[config.mk]
export PLATFORM = sky130hd
export DESIGN_NAME = dp_tap_ctrl
export DESIGN_NICKNAME = d
export VERILOG_FILES = /design/src/rtl/dp_tap_pkg.sv /design/src/rtl/dp_tap_fsm.sv /design/src/rtl/dp_tap_ctrl.sv
export SDC_FILE = /design/constraint.sdc
export NUM_CORES = 1
export LEC_CHECK = 0
export CORE_UTILIZATION = 35
export DETAILED_ROUTE_END_ITERATION = 8
export GPL_ROUTABILITY_DRIVEN = 0
export HOLD_SLACK_MARGIN = 0.15
export PLACE_DENSITY = 0.68
export SLEW_MARGIN = 0
export SYNTH_ARGS = -nofsm -noshare
export SYNTH_HDL_FRONTEND = slang
export SYNTH_HIERARCHICAL = 1
export SYNTH_SLANG_ARGS = --single-unit
[constraint.sdc]
create_clock -name iclk -period 2.5 [get_ports iclk]
set_clock_uncertainty 0.2 [all_clocks]
set_input_delay 0.5 -clock iclk [delete_from_list [all_inputs] [get_ports iclk]]
set_output_delay 0.5 -clock iclk [all_outputs]
set_load 0.01 [all_outputs]
[src/rtl/dp_tap_pkg.sv]
// dp_tap_pkg: shared definitions for the JTAG TAP controller.
//   tap_state_e : 4-bit TAP state encoding (IEEE 1149.1 codes)
//   TAP_STATES  : number of TAP states
//   is_shift()  : true for Shift-IR / Shift-DR
package dp_tap_pkg;

  localparam int TAP_STATES = 16;

  typedef enum logic [3:0] {
    EX2DR = 4'h0,
    EX1DR = 4'h1,
    SHDR  = 4'h2,
    PADR  = 4'h3,
    SELIR = 4'h4,
    UPDR  = 4'h5,
    CAPDR = 4'h6,
    SELDR = 4'h7,
    EX2IR = 4'h8,
    EX1IR = 4'h9,
    SHIR  = 4'hA,
    PAIR  = 4'hB,
    RTI   = 4'hC,
    UPIR  = 4'hD,
    CAPIR = 4'hE,
    TLR   = 4'hF
  } tap_state_e;

  function automatic logic is_shift(input tap_state_e s);
    return (s == SHIR) || (s == SHDR);
  endfunction

endpackage

[src/rtl/dp_tap_fsm.sv]
// dp_tap_fsm: TAP state register and next-state logic.
//   clk_i        : system clock
//   rst_i        : asynchronous active-high reset (forces TLR)
//   tck_en_i     : TCK rising-edge strobe; state advances only when high
//   tms_i        : test-mode select
//   state_o      : current state register
//   state_next_o : state that will be loaded on the next clock edge
module dp_tap_fsm
  import dp_tap_pkg::*;
(
  input  logic       clk_i,
  input  logic       rst_i,
  input  logic       tck_en_i,
  input  logic       tms_i,
  output tap_state_e state_o,
  output tap_state_e state_next_o
);

  tap_state_e state_q;
  tap_state_e state_d;

  // Next-state decode; holds when no TCK strobe is present.
  always_comb begin
    state_d = state_q;
    if (tck_en_i) begin
      case (state_q)
        TLR:     state_d = tms_i ? TLR   : RTI;
        RTI:     state_d = tms_i ? SELDR : RTI;
        SELDR:   state_d = tms_i ? SELIR : CAPDR;
        CAPDR:   state_d = tms_i ? EX1DR : SHDR;
        SHDR:    state_d = tms_i ? EX1DR : SHDR;
        EX1DR:   state_d = tms_i ? UPDR  : PADR;
        PADR:    state_d = tms_i ? EX2DR : PADR;
        EX2DR:   state_d = tms_i ? UPDR  : SHDR;
        UPDR:    state_d = tms_i ? SELDR : RTI;
        SELIR:   state_d = tms_i ? TLR   : CAPIR;
        CAPIR:   state_d = tms_i ? EX1IR : SHIR;
        SHIR:    state_d = tms_i ? EX1IR : SHIR;
        EX1IR:   state_d = tms_i ? UPIR  : PAIR;
        PAIR:    state_d = tms_i ? EX2IR : PAIR;
        EX2IR:   state_d = tms_i ? UPIR  : SHIR;
        UPIR:    state_d = tms_i ? SELDR : RTI;
        default: state_d = TLR;
      endcase
    end else begin
      state_d = state_q;
    end
  end

  // State register.
  always_ff @(posedge clk_i or posedge rst_i) begin
    if (rst_i) begin
      state_q <= TLR;
    end else begin
      state_q <= state_d;
    end
  end

  assign state_o      = state_q;
  assign state_next_o = state_d;

endmodule

[src/rtl/dp_tap_ctrl.sv]
// dp_tap_ctrl: JTAG TAP controller running in the iclk domain.
//   iclk       : system clock          reset     : async active-high reset
//   tck_en     : TCK rising-edge strobe tms      : test-mode select
//   state      : current TAP state code
//   shift_ir/shift_dr   : serial path selects (levels)
//   clk_ir/clk_dr       : capture/shift enables (strobes)
//   update_ir/update_dr : parallel update strobes
//   ir_resetn  : active-low IR reset (low in TLR)
//   tdo_en     : registered TDO driver enable
//   sel_ir     : registered TDO source select (1 = IR chain)
//   shift_cnt  : shift cycles counted in the current/last Shift-xR visit
module dp_tap_ctrl
  import dp_tap_pkg::*;
#(
  parameter int CNT_W = 8
) (
  input  logic             iclk,
  input  logic             reset,
  input  logic             tck_en,
  input  logic             tms,
  output logic [3:0]       state,
  output logic             shift_ir,
  output logic             clk_ir,
  output logic             update_ir,
  output logic             shift_dr,
  output logic             clk_dr,
  output logic             update_dr,
  output logic             ir_resetn,
  output logic             tdo_en,
  output logic             sel_ir,
  output logic [CNT_W-1:0] shift_cnt
);

  tap_state_e       state_cur;
  tap_state_e       state_nxt;
  logic             tdo_en_q,    tdo_en_d;
  logic             sel_ir_q,    sel_ir_d;
  logic [CNT_W-1:0] shift_cnt_q, shift_cnt_d;

  dp_tap_fsm u_fsm (
    .clk_i        (iclk),
    .rst_i        (reset),
    .tck_en_i     (tck_en),
    .tms_i        (tms),
    .state_o      (state_cur),
    .state_next_o (state_nxt)
  );

  // Next values of tdo_en, sel_ir and the shift counter, evaluated on TCK strobes.
  always_comb begin
    tdo_en_d    = tdo_en_q;
    sel_ir_d    = sel_ir_q;
    shift_cnt_d = shift_cnt_q;
    if (tck_en) begin
      // Looking at the next state makes tdo_en rise the cycle after entry
      // and drop on the exit edge.
      tdo_en_d = is_shift(state_nxt);

      if (state_nxt == SELIR) begin
        sel_ir_d = 1'b1;
      end else if ((state_nxt == SELDR) || (state_nxt == TLR)) begin
        sel_ir_d = 1'b0;
      end else begin
        sel_ir_d = sel_ir_q;
      end

      // Count restarts at capture; Pause/Exit states leave it untouched so
      // a resumed shift keeps counting.
      if ((state_nxt == CAPIR) || (state_nxt == CAPDR)) begin
        shift_cnt_d = '0;
      end else if (is_shift(state_cur) && (shift_cnt_q != {CNT_W{1'b1}})) begin
        shift_cnt_d = shift_cnt_q + CNT_W'(1);
      end else begin
        shift_cnt_d = shift_cnt_q;
      end
    end else begin
      tdo_en_d    = tdo_en_q;
      sel_ir_d    = sel_ir_q;
      shift_cnt_d = shift_cnt_q;
    end
  end

  // Registered level outputs and shift counter.
  always_ff @(posedge iclk or posedge reset) begin
    if (reset) begin
      tdo_en_q    <= 1'b0;
      sel_ir_q    <= 1'b0;
      shift_cnt_q <= '0;
    end else begin
      tdo_en_q    <= tdo_en_d;
      sel_ir_q    <= sel_ir_d;
      shift_cnt_q <= shift_cnt_d;
    end
  end

  // Strobes are qualified by tck_en so the cell acts on the same edge that
  // leaves the state; the states are disjoint so at most one fires at a time.
  // Reset forces TLR, which keeps every strobe low during reset.
  assign state     = state_cur;
  assign shift_ir  = (state_cur == SHIR);
  assign shift_dr  = (state_cur == SHDR);
  assign clk_ir    = tck_en & ((state_cur == CAPIR) | (state_cur == SHIR));
  assign clk_dr    = tck_en & ((state_cur == CAPDR) | (state_cur == SHDR));
  assign update_ir = tck_en & (state_cur == UPIR);
  assign update_dr = tck_en & (state_cur == UPDR);
  assign ir_resetn = (state_cur != TLR);
  assign tdo_en    = tdo_en_q;
  assign sel_ir    = sel_ir_q;
  assign shift_cnt = shift_cnt_q;

endmodule

* Yosys cells after proc, flatten, opt, wreduce, memory -nomap -nowiden
Cells that the tools add are included.
** Word-level totals
- RAM bits :: 0
- Memories kept :: 0
- Input bits :: 4
- Bits in latches :: 0
- Word-level logic and storage cells :: 66
- ROM bits :: 0
- Register bits :: 14
** Cells by class
- Shift operators :: 0
- Div/mod/pow operators :: 0
- $add $sub $neg :: 1
- Bitwise gates (word level) :: 6
- Multipliers :: 0
- Order comparisons :: 0
- Reduce and logical (&&, ||, !) cells :: 13
- Multiplexer cells :: 18
- Eq/ne operators :: 24
** Operators with widths (count)
- $pmux 4 s12 :: 1
- $eq 4x4->1 const B :: 11
- $eq 4x3->1 const B :: 7
- $mux 8 :: 2
- $eq 4x2->1 const B :: 3
- $mux 2 :: 6
- $mux 3 :: 4
- $add 8x1->8 const B :: 1
- $mux 4 :: 2
- $ne 8x8->1 const B :: 1
- $and 1x1->1 :: 4
- $eq 4x1->1 const B :: 1
- $logic_not 4->1 :: 1
- $logic_or 1x1->1 :: 4
- $ne 4x4->1 const B :: 1
- $reduce_and 2->1 :: 2
- $reduce_bool 2->1 :: 2
- $reduce_or 2->1 :: 2
- $mux 1 :: 3
- $reduce_or 3->1 :: 1
- $or 1x1->1 :: 2
- $logic_and 1x1->1 :: 1

* Longest topological paths before layout
- Depth in word-level cells :: 8
- Depth in mapped cells :: 8
- Mapped depth without buffers :: 7

* By module
Netlist, hierarchy kept.
** By module, submodules not included
- dp_tap_ctrl :: area an instance 655.6 um2, times used 1, cells an instance 75
- dp_tap_fsm :: area an instance 260.2 um2, times used 1, cells an instance 24

* Worst setup path after synthesis
No wires, ideal clock.
- Kind :: input to register
- Start :: input port tms
- End :: register shift_cnt_q[0] (netlist: shift_cnt[0])
- Data arrival time :: 1.875 ns
- Stages on the path :: 8
- Data required time :: 2.218 ns
- Library setup time :: 0.082 ns
- Path slack :: 0.343 ns
- Cells stage by stage :: buf_6 o21ba_4 a2bb2oi_2 o311ai_1 and3b_1 nor3_1 a21oi_1 a31oi_1
** On the way
- Word-level cells in the longest chain between the ends :: 7
** Ends and longest elaborated chain
- start, declared :: RTL line dp_tap_ctrl.sv:20 : input logic tms,
- $mux 4, or another cell as far along :: RTL line dp_tap_fsm.sv:28, dp_tap_fsm.sv:35, dp_tap_fsm.sv:42
- $pmux 4 s12 (*) :: RTL line dp_tap_fsm.sv:26 : case (state_q)
- $mux 4 (*) :: RTL line dp_tap_fsm.sv:25 : if (tck_en_i) begin
- named net state_nxt[1] :: RTL line dp_tap_ctrl.sv:35 : tap_state_e state_nxt;
- $eq 4x4->1 / $eq 4x3->1 (equally long branches) :: RTL line dp_tap_ctrl.sv:69 : if ((state_nxt == CAPIR) || (state_nxt == CAPDR)) begin
- $logic_or 1x1->1 (*) :: RTL line dp_tap_ctrl.sv:69
- $reduce_bool 2->1 (no source line)
- $reduce_and 2->1 (no source line)
- end signal, assigned :: RTL line dp_tap_ctrl.sv:92 : shift_cnt_q <= shift_cnt_d;
- end, declared :: RTL line dp_tap_ctrl.sv:38 : logic [CNT_W-1:0] shift_cnt_q, shift_cnt_d;
Mark *: on every way through the listed nets, which the timed path passes. The rest lies on a longest branch.
A chain may end at the register's enable or synchronous reset.

* Worst setup path in the final report
- Start :: register u_fsm.state_q[2] (netlist: u_fsm/state_o[2])
- End :: output port update_dr
** On the way
- Word-level cells in the longest chain between the ends :: 2
** Ends and longest elaborated chain
- start, declared :: RTL line dp_tap_fsm.sv:19 : tap_state_e state_q;
- start signal, assigned :: RTL line dp_tap_fsm.sv:55 : state_q <= state_d;
- $eq 4x3->1 :: RTL line dp_tap_ctrl.sv:105 : assign update_dr = tck_en & (state_cur == UPDR);
- $and 1x1->1 :: RTL line dp_tap_ctrl.sv:105
- end, declared :: RTL line dp_tap_ctrl.sv:27 : output logic update_dr,
Every way passes these cells.

==> results.yml <==
timing:
  rsz0062_at_grt: "false"
  setup_ws_ns: 0.09905
  tightest_slew_ns: 0.4252
  setup_viol: 0
  slew_headroom_pct: 71.20
  whs_ns: 0.3173
  hold_viol_final: 0
  final_max_slew_viol_count: 0
  finalCriticalPeriod_ns: 2.401
  period_share_pct: 96.04
  max_freq_mhz: 416.5
synthesis:
  synthXorXnorAreaFrac_pct: 0
  synth_edf_count: 0
  syn_avg_cell_area_sq_um: 9.251
  synth_seq_area_share_pct: 38.80
  yosys.cell_types.count: 38
  synth_seq_cells: 14
  synthArstFlopShare_pct: 100.0
  synth-simple-area-share_pct: 25.82
  synth_nets: 104
  ys.flop_type: "dfrtp_1"
  synth_mux_area_share_pct: 3.962
  synth_compound_area_share_pct: 26.78
  synth_fa_ha_area_share_pct: 1.366
  yosysWarnings: 6
  synth_top_family_by_area: "compound AO/OA/AOI/OAI gates"
  synthesis.area_sq_um: 915.9
  syn_inst: 99
global_routing:
  first_global_vias: 777
  grt_use_met1_pct: 24.91
  grt_pass1_wl_mm: 3.657
  met3_usage_pct: 2.011
  grt_usage_pct: 17.49
  top_usage_layer: "met2"
  grt.met2_usage_pct: 27.43
  antenna_found_initial: 0
  overflow: 0
  grt_max_degree: 14
setup_path:
  max_stage_delay_ns: 0.61
  r2r_slack_ns: 0.28
  cp-endpoint: "update_dr"
  cp-startpoint: "u_fsm/state_o[2]$_DFF_PP1_"
  start_kind: "flop"
  path_max_fanout: 8
  end_kind: "primary output"
  path_class: "reg2out"
  arrival_ns: 1.70
  path_depth: 3
  path_cells: "nand2_1 -> nor3_1 -> clkdlybuf4s50_1"
  worst_ep_required_time_ns: 1.80
  critPathBufInv: 1
  reg2regPathDepth: 9
  rr_endpoint: "shift_cnt[0]$_DFFE_PP0P_"
  r2r_start: "u_fsm/state_o[0]$_DFF_PP1_"
  crit_slowest_cell: "dfstp_2"
  cpLargestDelayFamily: "flip-flops"
floorplan:
  fp.dieH_um: 53.16
  die_area_sq_um: 2825
  io_pins: 25
  die_x_um: 53.16
  rows: 18
  initial_core_util_pct: 36.97
  core_area_sq_um: 2477
place:
  place_hpwl_mm: 1.656
  place_area_sq_um: 1276
  dpl.cell_count: 164
  place_ws_ns: -0.1806
  port_buffers: 24
pwr:
  seqPwrFrac_pct: 28.7
  p_per_area_nw_per_um2: 980.1
  vdd_ir_drop_max_mv: 0.5595
  p_clk_share_pct: 12.1
  internal-power_uw: 857.2
  netSwitchingPower_uw: 496.7
  leakage_uw: 0.0006455
  p_comb_share_pct: 59.3
  switching_share_pct: 36.68
route:
  drtIter0Drc: 19
  viasPerCell: 5.339
  drtAntennaViolNets: 0
  wl_mm: 2.312
  vias: 945
  drt-wirelength-per-cell_um: 13.06
  route.detailed.drc: 0
  dr.pass1.iters: 4
hold_path:
  hold_path.class: "reg2reg"
cells_and_area:
  syn_to_final_growth_pct: 50.82
  final_cell_mix: "buf_4 (22), clkdlybuf4s50_1 (19), dfrtp_1 (10), nand2_1 (9), o21ai_0 (9)"
  num_antenna_cells: 0
  drive_above_1_share_pct: 26.53
  final_cells: 177
  stdcell_area_sq_um: 1381
  mostFrequentLayoutCell: "buf_4"
  fin_nets: 153
clock_network:
  h-tree-depth: 1
  cts.clk_slew.worst_paths_ns: 0.09
  clock_latency_ns: 0.27
  clockBufferDepth: 2
  cts.sinks: 14
  cts_root_buf: "clkbuf_4"
  cts_tree: "built"
  numCtsBuffers: 3
run:
  drv_cap: 0
status:
  outcome: "finished clean"
[state kept, by name, summed over array words and instances, names as in the netlist]
signal         count
shift_cnt          8
tdo_en             1
sel_ir             1
u_fsm/state_o      4
[power groups by stage]
stage          logic (uW)  clock network (uW)  registers (uW)
3_3_place_gp          638                   0             438
6_report              802                 163             388
2_1_floorplan         303                   0             442
5_1_grt               870                 177             400
3_5_place_dp          646                   0             446
4_1_cts               675                 166             426
[cells in the mapped netlist, types with 2 or more instances]
cell type   n  share of area, %
dfstp_2     4                11
nor2b_1     2               1.4
nand3_1     5               2.7
nand3b_1    2               1.6
dfrtp_1    10                27
nor2_1      7               2.9
inv_1       4               1.6
nor3_1      3               1.6
nand4_1     2               1.4
and4_1      2               1.9
nand2_1     9               3.7
o21ai_0     9               4.9
o211ai_1    4               3.3
a21oi_1     8               4.4
a32o_1      2               2.2
a31oi_1     3               2.0
nor3b_1     2               1.6
[area by class of cell]
class,instances,area [sq um]
Fill cell,250,1096
Clock buffer,4,36.28
Inverter,4,15.01
Tap cell,30,37.54
Timing Repair Buffer,46,406.6
Sequential cell,14,355.3
Multi-Input combinational cell,79,530.5
[through the flow]
stage | power (uW) | util, % | TNS [ns]
5_1_grt | 1447 | 55.76 | 0
3_3_place_gp | 1076 | 51.52 | -1.306
3_5_place_dp | 1093 | 51.52 | -1.591
4_1_cts | 1268 | 53.13 | 0
6_report | 1354 | 55.76 | 0
2_1_floorplan | 745.4 | - | 0
[per-layer routing]
layer / vias up / part of all wire [%]
li1: 470 / -
met4: 0 / 0.78
met1: 451 / 47
met3: 2 / 3.4
met2: 22 / 48
met5: - / 0
[what timing repair did]
action                                  CTS  global route
endpoints found under the setup margin    6             4
endpoints found under the hold margin     0             0
buffers inserted                          1             8
gates resized for setup                   3             2
hold buffers                              0             0
[how the worst min path moves through the flow]
| stage | endpoint | slack [ns] | start | cells after the start |
|---|---|---|---|---|
| after detailed placement | tdo_en$_DFFE_PP0P_ | 0.30 | tdo_en$_DFFE_PP0P_ | 1 |
| after floorplan | sel_ir$_DFFE_PP0P_ | 0.14 | reset | 1 |
| final | tdo_en$_DFFE_PP0P_ | 0.32 | tdo_en$_DFFE_PP0P_ | 1 |
| after CTS | tdo_en$_DFFE_PP0P_ | 0.32 | tdo_en$_DFFE_PP0P_ | 1 |
| after global routing | tdo_en$_DFFE_PP0P_ | 0.34 | tdo_en$_DFFE_PP0P_ | 1 |
| after global placement | sel_ir$_DFFE_PP0P_ | 0.29 | sel_ir$_DFFE_PP0P_ | 2 |
[cell families (layout without fill, tap and decap cells)]
kind of cell    after synthesis  count (layout)
mux                           3               3
compound gates               34              34
simple gates                 41              41
buf+inv                       6              54
fa+ha+maj                     1               1
flops                        14              14
[worst reg2reg max path, cell delays in order (launching register included)]
cell and delay, ns:
dfstp_2 0.59, buf_4 0.14, o21ba_4 0.14, a2bb2oi_2 0.12
o311ai_1 0.15, and3b_1 0.24, nor3_1 0.16, buf_4 0.16
a21oi_1 0.08, a31oi_1 0.16
Power figures use the tool's default switching activity.
==> RTL change, RTL diff (config.mk and constraints unchanged) <==
Set the parameter `CNT_W` to 6 (it was 8).
--- a/src/rtl/dp_tap_ctrl.sv
+++ b/src/rtl/dp_tap_ctrl.sv
@@ -14,3 +14,3 @@
 #(
-  parameter int CNT_W = 8
+  parameter int CNT_W = 6
 ) (
Interface: changed (resized shift_cnt); port bits go from 25 to 23. The function was not compared with the original's and may differ.
==> RTL change against the unedited design <==
Utilization shrank 0.53 points. Worst hold slack lost 0.031 ns. Total power shrank 9.9%. Sequential cell count shrank 2. Routed wire length shrank 13%. Design area shrank 12%. Worst setup slack lost 0.0012 ns. Synthesized area shrank 11%.
==> RTL change: results (changes against the unedited design) <==
Synth
  • Yosys reg bits: 12 (was 14)
  • Top cells by instance count after synthesis: dfrtp_1, nand2_1 (was dfrtp_1, nand2_1, o21ai_0)
  • Adder-cell share of the synthesized area: 0.01541 (was 0.01366)
  • Mux share of post-synthesis cell area: 0.04314 (was 0.03962)
  • Synth cell types: 37 (was 38)
  • Mean post-synth cell area: 9.442 um^2 (was 9.251 um^2)
  • Largest cells by area after synthesis: dfrtp_1, dfstp_2, nand2_1 (was dfrtp_1, dfstp_2, o21ai_0)
  • Compound-Gate Fraction of Synth Area: 0.2219 (was 0.2678)
  • Syn Nets: 91 (was 104)
  • Seq/Total Area, Yosys: 0.3760 (was 0.3880)

Clock network
  • Post-CTS Setup Repair Bufs: 1 (unchanged)
  • Post-cts gate resize count: 0 (was 3)
  • Root buf cell: clkbuf_4 (unchanged)

Worst hold path
  • Hold WC Path Type: in2async (was reg2reg)

GRT
  • GR Util met3: 0.05758 (was 0.02011)
  • Vias in the first global route: 788 (was 777)
  • GRT Total Usage: 0.1828 (was 0.1749)
  • Largest net degree at the start of global routing: 15 (was 14)
  • Grt met2 use: 0.2867 (was 0.2743)
  • First-pass GRT wire length: 3512 um (was 3657 um)

Finish
  • Share of post-route cells with drive strength above 1: 0.2320 (was 0.2653)
  • Number of flip-flops in the largest register: 6 (was 8)
  • Fin cells: 153 (was 177)
  • Filler cells: 195 (was 250)
  • Multi-input gate area: 471.7 um^2 (was 530.5 um^2)
  • Comb_multi_in: 67 (was 79)
  • Clk cell area share: 0.02999 (was 0.02627)
  • Reg area: 305.3 um^2 (was 355.3 um^2)
  • Non-CTS inverters: 5 (was 4)
  • Layout buffer count excluding clock buffers: 37 (was 46)
  • Layout net count: 131 (was 153)
  • Non-clock buffer share: 0.2834 (was 0.2944)

Drt
  • Met3 routed WL: 109 um (was 79 um)
  • Met2 Wirelength: 980 um (was 1119 um)
  • Vias per Instance: 5.562 (was 5.339)
  • Wirelength, routed: 2015 um (was 2312 um)
  • Metal-1 WL: 895 um (was 1096 um)
  • DRT iter0 DRCs: 29 (was 19)

Setup path
  • Crit Path Max Fanout: 3 (was 8)
  • Crit path largest cell delay: 0.55 ns (was 0.61 ns)
  • Kind of cell adding the most delay to the critical path: flip-flops (unchanged)

Place
  • Hpwl dp: 1442 um (was 1656 um)
  • Place WS: 0.01619 ns (was -0.1806 ns)
  • I/O Buffers: 22 (was 24)
  • Placed cell areas: 1134 um^2 (was 1276 um^2)

STA
  • Worst Tran Pin Value: 0.3231 ns (was 0.4252 ns)

Power and ir drop
  • VDD IR max: 471.7 uV (was 559.5 uV)
  • Leakage Power: 0.6006 nW (was 0.6455 nW)
  • Power Dens Cells: 1008 nW/um^2 (was 980.1 nW/um^2)

Outcome
  • Run status: finished clean (unchanged)

Floorplanning
  • Total die area: 2517 um^2 (was 2825 um^2)
-- RTL change: cell count changes in the layout (fill, tap and decap cells not counted), sizes merged, moves of 3 or more --
cell / unedited run / this run
o21ai: 9 / 5
buf: 22 / 15
nand4b: 0 / 3
dlygate4sd2: 3 / 0
a41oi: 0 / 3
a21oi: 8 / 5
and2: 0 / 3
nand3: 5 / 2
-- RTL change: final timing paths --
kind	from	to	slack, ns	cells after the start
hold reg to reg	tdo_en	tdo_en	0.29	1
setup reg to reg	u_fsm/state_o[1]	shift_cnt[5]	0.38	8
max in group asynchronous	reset	shift_cnt[5]	1.58	2
min in group iclk	tdo_en	tdo_en	0.29	1
setup / recovery	u_fsm/state_o[1]	shift_ir	0.1	3
hold / removal	reset	sel_ir	0.29	2
-- RTL change: where the power goes --
group	switching [mW]	internal, mW
combinational	0.313	0.400
sequential	0.0742	0.275
clock	0.0691	0.0886
